### src/rtl/alu_seq_ctrl_if.sv
// EX-stage request/result bundle between the pipeline and the ALU sequencing controller.
interface alu_seq_ctrl_if #(
    parameter int unsigned WIDTH = 32
);
    logic             start;
    logic             flush;
    logic [3:0]       op;
    logic [WIDTH-1:0] a;
    logic [WIDTH-1:0] b;
    logic             busy;
    logic             stall;
    logic             done;
    logic [WIDTH-1:0] c;
    logic             zero;
    logic             div_by_zero;

    modport master (
        output start, flush, op, a, b,
        input  busy, stall, done, c, zero, div_by_zero
    );

    modport slave (
        input  start, flush, op, a, b,
        output busy, stall, done, c, zero, div_by_zero
    );
endinterface

### src/rtl/alu_seq_ctrl.sv
// EX-stage ALU sequencer: single-cycle logic/add ops, iterative shift-add mul and restoring div/mod.
// Define ALU_MUL_EARLY_TERM_EN to end a multiply once the remaining multiplier bits are all zero.
module alu_seq_ctrl #(
    parameter int unsigned WIDTH = 32
) (
    input logic          clk,
    input logic          rst_n,
    alu_seq_ctrl_if.slave alu_io
);
    localparam int unsigned CntW = $clog2(WIDTH) + 1;
    localparam logic [CntW-1:0] CntInit = CntW'(WIDTH);

    typedef enum logic [1:0] {StIdle, StMul, StDiv, StDone} state_e;

    state_e           state_q, state_d;
    logic [CntW-1:0]  cnt_q, cnt_d;
    logic [WIDTH-1:0] acc_q, acc_d;   // mul partial product / div partial remainder
    logic [WIDTH-1:0] x_q, x_d;       // mul multiplicand / div dividend shifting into quotient
    logic [WIDTH-1:0] y_q, y_d;       // mul multiplier / div divisor
    logic [WIDTH-1:0] c_q, c_d;
    logic             is_mod_q, is_mod_d;
    logic             done_q, done_d;
    logic             dbz_q, dbz_d;

    logic             b_zero, is_long, can_accept, short_dbz;
    logic [WIDTH-1:0] short_res;
    logic [WIDTH-1:0] mul_acc, mul_y;
    logic [WIDTH:0]   div_sh, div_sub;
    logic [WIDTH-1:0] div_rem, div_quo;
    logic             div_ge;

    always_comb begin
        b_zero    = (alu_io.b == '0);
        short_dbz = 1'b0;
        case (alu_io.op)
            4'd0:    short_res = alu_io.a + alu_io.b;
            4'd1:    short_res = alu_io.a - alu_io.b;
            4'd3:    begin short_res = '1;       short_dbz = 1'b1; end
            4'd4:    short_res = alu_io.a & alu_io.b;
            4'd5:    short_res = alu_io.a | alu_io.b;
            4'd6:    short_res = alu_io.a ^ alu_io.b;
            4'd7:    begin short_res = alu_io.a; short_dbz = 1'b1; end
            default: short_res = '0;
        endcase
`ifdef ALU_MUL_EARLY_TERM_EN
        is_long = ((alu_io.op == 4'd2) || (alu_io.op == 4'd3) || (alu_io.op == 4'd7)) && !b_zero;
`else
        is_long = (alu_io.op == 4'd2) || (((alu_io.op == 4'd3) || (alu_io.op == 4'd7)) && !b_zero);
`endif
    end

    always_comb begin
        mul_acc = acc_q + (y_q[0] ? x_q : '0);
        mul_y   = y_q >> 1;
        div_sh  = {acc_q, x_q[WIDTH-1]};
        div_sub = div_sh - {1'b0, y_q};
        div_ge  = ~div_sub[WIDTH];
        div_rem = div_ge ? div_sub[WIDTH-1:0] : div_sh[WIDTH-1:0];
        div_quo = {x_q[WIDTH-2:0], div_ge};
    end

    assign can_accept = (state_q == StIdle) || (state_q == StDone);

    always_comb begin
        state_d  = state_q;
        cnt_d    = cnt_q;
        acc_d    = acc_q;
        x_d      = x_q;
        y_d      = y_q;
        c_d      = c_q;
        is_mod_d = is_mod_q;
        done_d   = 1'b0;
        dbz_d    = dbz_q;
        if (alu_io.flush) begin
            state_d = StIdle;
        end else begin
            unique case (state_q)
                StIdle, StDone: begin
                    state_d = StIdle;
                    if (alu_io.start) begin
                        dbz_d = 1'b0;
                        if (is_long) begin
                            acc_d    = '0;
                            x_d      = alu_io.a;
                            y_d      = alu_io.b;
                            cnt_d    = CntInit;
                            is_mod_d = (alu_io.op == 4'd7);
                            state_d  = (alu_io.op == 4'd2) ? StMul : StDiv;
                        end else begin
                            c_d    = short_res;
                            dbz_d  = short_dbz;
                            done_d = 1'b1;
                        end
                    end
                end
                StMul: begin
                    acc_d = mul_acc;
                    x_d   = x_q << 1;
                    y_d   = mul_y;
                    cnt_d = cnt_q - CntW'(1);
`ifdef ALU_MUL_EARLY_TERM_EN
                    if ((cnt_q == CntW'(1)) || (mul_y == '0)) begin
`else
                    if (cnt_q == CntW'(1)) begin
`endif
                        state_d = StDone;
                        c_d     = mul_acc;
                        done_d  = 1'b1;
                    end
                end
                StDiv: begin
                    acc_d = div_rem;
                    x_d   = div_quo;
                    cnt_d = cnt_q - CntW'(1);
                    if (cnt_q == CntW'(1)) begin
                        state_d = StDone;
                        c_d     = is_mod_q ? div_rem : div_quo;
                        done_d  = 1'b1;
                    end
                end
                default: state_d = StIdle;
            endcase
        end
    end

    always_ff @(posedge clk or negedge rst_n) begin
        if (!rst_n) begin
            state_q  <= StIdle;
            cnt_q    <= '0;
            acc_q    <= '0;
            x_q      <= '0;
            y_q      <= '0;
            c_q      <= '0;
            is_mod_q <= 1'b0;
            done_q   <= 1'b0;
            dbz_q    <= 1'b0;
        end else begin
            state_q  <= state_d;
            cnt_q    <= cnt_d;
            acc_q    <= acc_d;
            x_q      <= x_d;
            y_q      <= y_d;
            c_q      <= c_d;
            is_mod_q <= is_mod_d;
            done_q   <= done_d;
            dbz_q    <= dbz_d;
        end
    end

    // A long op accepted in the done cycle must hold the pipeline as well, or the
    // next instruction would enter EX while this one still occupies the unit.
    assign alu_io.busy        = (state_q != StIdle);
    assign alu_io.stall       = (alu_io.busy && (state_q != StDone)) ||
                                (alu_io.start && !alu_io.flush && is_long && can_accept);
    assign alu_io.done        = done_q;
    assign alu_io.c           = c_q;
    assign alu_io.zero        = (c_q == '0);
    assign alu_io.div_by_zero = dbz_q;
endmodule

### src/flat_wrapper.sv
// flat-port wrapper written by rule: the top's interface ports become plain ports
module alu_seq_ctrl_flat 
#(
    parameter int unsigned WIDTH = 32
)
  (clk, rst_n, alu_io_start, alu_io_flush, alu_io_op, alu_io_a, alu_io_b, alu_io_busy, alu_io_stall, alu_io_done, alu_io_c, alu_io_zero, alu_io_div_by_zero);
  alu_seq_ctrl_if #(.WIDTH(WIDTH)) alu_io_i ();
  input logic clk;
  input logic rst_n;
  input wire logic [$bits(alu_io_i.start)-1:0] alu_io_start;
  input wire logic [$bits(alu_io_i.flush)-1:0] alu_io_flush;
  input wire logic [$bits(alu_io_i.op)-1:0] alu_io_op;
  input wire logic [$bits(alu_io_i.a)-1:0] alu_io_a;
  input wire logic [$bits(alu_io_i.b)-1:0] alu_io_b;
  output wire logic [$bits(alu_io_i.busy)-1:0] alu_io_busy;
  output wire logic [$bits(alu_io_i.stall)-1:0] alu_io_stall;
  output wire logic [$bits(alu_io_i.done)-1:0] alu_io_done;
  output wire logic [$bits(alu_io_i.c)-1:0] alu_io_c;
  output wire logic [$bits(alu_io_i.zero)-1:0] alu_io_zero;
  output wire logic [$bits(alu_io_i.div_by_zero)-1:0] alu_io_div_by_zero;
  assign alu_io_i.start = alu_io_start;
  assign alu_io_i.flush = alu_io_flush;
  assign alu_io_i.op = alu_io_op;
  assign alu_io_i.a = alu_io_a;
  assign alu_io_i.b = alu_io_b;
  assign alu_io_busy = alu_io_i.busy;
  assign alu_io_stall = alu_io_i.stall;
  assign alu_io_done = alu_io_i.done;
  assign alu_io_c = alu_io_i.c;
  assign alu_io_zero = alu_io_i.zero;
  assign alu_io_div_by_zero = alu_io_i.div_by_zero;
  alu_seq_ctrl #(.WIDTH(WIDTH)) u_core (.clk(clk), .rst_n(rst_n), .alu_io(alu_io_i));
endmodule
### config.mk
export PLATFORM = sky130hd
export DESIGN_NAME = alu_seq_ctrl_flat
export DESIGN_NICKNAME = d
export VERILOG_FILES = /design/src/rtl/alu_seq_ctrl_if.sv /design/src/rtl/alu_seq_ctrl.sv /design/src/flat_wrapper.sv
export SDC_FILE = /design/constraint.sdc
export NUM_CORES = 1
export LEC_CHECK = 0
export CORE_UTILIZATION = 35
export CTS_CLUSTER_SIZE = 14
export DETAILED_ROUTE_END_ITERATION = 8
export HOLD_SLACK_MARGIN = 0.12
export SLEW_MARGIN = 20
export SYNTH_ARGS = -nofsm -noshare
export SYNTH_HDL_FRONTEND = slang
export SYNTH_SLANG_ARGS = --single-unit
### constraint.sdc
create_clock -name clk -period 3.7 [get_ports clk]
set_clock_uncertainty 0.05 [all_clocks]
set_input_delay 0.74 -clock clk [delete_from_list [all_inputs] [get_ports clk]]
set_output_delay 0.74 -clock clk [all_outputs]
set_load 0.005 [all_outputs]
==> key figures <==
Critical path
  – Number of cells on the worst reg-to-reg path: 15
  – Crit path top cell by count: buf_6
  – Critical path type: in -> reg
  – Data arrival, critical path: 4.45 ns
  – Family with the most delay on the worst path: simple AND/OR/NAND/NOR gates
  – Setup slack, reg-to-reg: -0.17 ns
  – Critical path's largest stage delay: 0.58 ns
  – Crit. End Element: flop
  – Buffers and inverters on the worst path: 3
  – R2R Path End: u_core.alu_io.c[19]
  – CP Depth: 16
  – CP Cell Sequence: buf_6 > or4_4 > or4b_4 > buf_4 > nand2_4 > xnor2_2 > ha_1 > buf_6 > a211oi_4 > a21boi_2 > or3b_4 > a31oi_4 > xor2_1 > o221ai_2 > a222oi_1 > a21oi_1
  – Reg2Reg Launch Point: u_core.y_q[0]
  – Worst Path Required: 3.97 ns
  – Worst setup SP type: input port
  – End of the critical path: u_core.alu_io.c[15]
  – Slowest-stage cell, CP: or4_4
  – Crit. Startpoint: alu_io_b[4]
  – Worst Path Max Fanout: 5

Clocking
  – TritonCTS clock tree: yes
  – Latest clock arrival within the worst-skew pair: 0.45 ns
  – Clock Sinks: 139
  – CTS H-tree lvls: 4
  – TritonCTS Buffers: 17
  – Hold_buf cts: 0
  – Root Driver: clkbuf_16
  – Reg clk slew, reported paths: 0.06 ns
  – Max Root-Sink Buffers: 2

Power
  – Final total power: 6.855 mW
  – Leak Pwr: 9.986 nW
  – Peak VDD IR: 0.2470 mV
  – Pwr dens: 321.4 nW/um^2

Global route
  – Global-route total usage across every layer: 27.82%
  – Largest net degree at the start of global routing: 97
  – Grt total ovfl: 0
  – Initial antenna violation count: 0
  – First-pass GRT wire length: 94540 microns
  – Vias in the first global route: 16530

Die
  – Total die area: 44010 sq um
  – Core Region: 42230 sq um
  – Num ports: 109
  – Die extent in y: 209.8 microns
  – Num rows: 75
  – Starting Density: 35.79%
  – Die extent in x: 209.8 microns

Detailed routing
  – Final wirelength: 61520 microns
  – Residual DRC: 3
  – Drt initial violations: 1638
  – Final ANT Viol Nets: 0
  – Via density: 5.775
  – Wirelength per Cell: 21.06 microns
  – Iteration count of the initial detailed-routing pass: 9
  – Via count: 16870

Synthesis
  – Library cells used by synthesis: 86
  – Post-synth ARST share: 100.0%
  – Synth warn: 0
  – Post-synth EDFFs: 0
  – Post-Syn Area: 15110 sq um
  – Syn nets: 2167
  – Synthesized flop and latch total: 139
  – Top FF cell, synth: dfrtp_1
  – Sequential area share after synthesis: 23.02%
  – Mean Syn Cell Area: 7.842 sq um
  – Synthesized netlist cell count: 1927

Layout
  – Most frequent cells in the layout: buf_4, nand2_1, ha_1
  – Antenna fix cells: 0
  – Layout cells sized above 1: 26.91%
  – Most common cell after layout, fill and taps aside: buf_4
  – FILL cells: 4033
  – Fin nets: 2609
  – Core Util, Final: 50.51%
  – Finished Layout Cells: 2921
  – Area delta synth->final: 41.15%

Flow run
  – Max_cap viols: 0

Status
  – Outcome: finished, violations left
  – Failing checks: DRC, setup timing

Timing
  – Tmin final: 4.180 ns
  – Peak Freq: 239.2 MHz
  – Setup TNS: -12.05 ns
  – Worst setup margin: -0.4801 ns
  – Slew margin rel.: 34.46%
  – Final setup viols: 57
  – Tcrit/Tclk final: 113.0%
  – Final Hold Violating Endpoints: 0
  – RSZ-0062 raised after global routing: yes
  – Max-slew violation count: 0
  – Actual slew at the worst max-slew pin: 0.9830 ns

Placed design
  – Dpl cells: 2843
  – GP Congestion: 0.9728
  – I/O Buffers: 108
  – Final HPWL DP: 49030 microns

Min path
  – HP Class: in -> async
-- registers in the layout (all words and copies together), names as in the netlist --
register and flops:
u_core.state_q 2, u_core.alu_io.div_by_zero 1, u_core.y_q 32, u_core.x_q 32
u_core.alu_io.done 1, u_core.alu_io.c 32, u_core.acc_q 32, u_core.cnt_q 6
u_core.is_mod_q 1
-- cell usage after synthesis, types with 13 or more instances --
master | count | area [sq um]
a21oi_1 | 168 | 840.8
nand2_1 | 167 | 626.9
ha_1 | 165 | 2064
inv_1 | 160 | 600.6
nor2_1 | 146 | 548.0
o21ai_0 | 141 | 705.7
dfrtp_1 | 139 | 3478
clkbuf_1 | 74 | 277.8
xnor2_1 | 72 | 630.6
a222oi_1 | 64 | 640.6
a22oi_1 | 47 | 352.8
and2_1 | 44 | 275.3
a21o_1 | 36 | 270.3
nand3_1 | 36 | 180.2
xor2_1 | 35 | 306.5
a31oi_1 | 23 | 143.9
nor3_1 | 21 | 105.1
o21a_1 | 21 | 157.7
buf_2 | 18 | 90.09
o221ai_1 | 18 | 157.7
o31ai_1 | 17 | 127.6
a211oi_1 | 16 | 120.1
nand4_1 | 15 | 93.84
nor2b_1 | 15 | 93.84
o211ai_1 | 15 | 112.6
or3_1 | 15 | 93.84
mux2i_1 | 14 | 140.1
nor4_1 | 14 | 87.58
and3_1 | 13 | 81.33
nand2b_1 | 13 | 81.33
-- through the flow --
step / hold WS (ns) / cell area, sq um / worst slack, ns
after CTS: 0.1556 / 20620 / -0.4124
final: 0.1491 / 21330 / -0.4801
after detailed placement: 0.4375 / 19480 / -1.383
after global placement: 0.4409 / 19480 / -1.295
after floorplan: 0.3944 / 15230 / -0.5823
after global routing: 0.1805 / 21330 / -0.6098
-- worst min-delay path by stage --
stage	startpoint	endpoint	slack, ns	cells after the start
4_1_cts	rst_n	u_core.alu_io.done	0.16	1
2_1_floorplan	rst_n	u_core.acc_q[0]	0.39	0
5_1_grt	rst_n	u_core.alu_io.done	0.18	1
6_report	rst_n	u_core.alu_io.c[6]	0.15	1
3_3_place_gp	u_core.y_q[31]	u_core.y_q[31]	0.44	1
3_5_place_dp	u_core.y_q[31]	u_core.y_q[31]	0.44	1
-- routing by layer --
layer / vias up / track usage (%) / part of all wire, %
met4: 0 / 10.52 / 3.4
li1: 8010 / - / -
met3: 88 / 3.067 / 6.5
met1: 8151 / 39.23 / 46
met5: - / 0 / 0
met2: 620 / 43.51 / 44
-- kinds of logic after synthesis --
family	after synthesis	synth area share, %
compound gates	686	30.95
simple gates	533	16.83
buf+inv	269	7.195
fa+ha+maj	168	14.06
flops	139	23.02
xor+xnor	107	6.201
mux	25	1.747
-- layout make-up --
class	instances	area, sq um	share of cell area (%)
clock inverter	10	93.84	0.4399
multi-input combinational	1519	11450	53.68
timing repair buffer	531	4576	21.45
sequential	139	3478	16.31
clock buffer	22	454.2	2.129
tap	539	674.4	3.162
inverter	161	604.3	2.833
-- power by group --
part	total (mW)	switching (mW)	internal, mW
Sequential	2.05	0.247	1.80
Combinational	3.17	1.72	1.44
Clock	1.64	0.704	0.940
Total	6.85	2.67	4.18
-- what timing repair did --
action	4_1_cts	5_1_grt
pin swaps	68	68
setup buffers	22	22
gates cloned	4	1
hold endpoints to repair	0	0
gates resized for setup	123	127
setup endpoints to repair	125	87
Note: power is estimated with default switching activity, not from simulation.
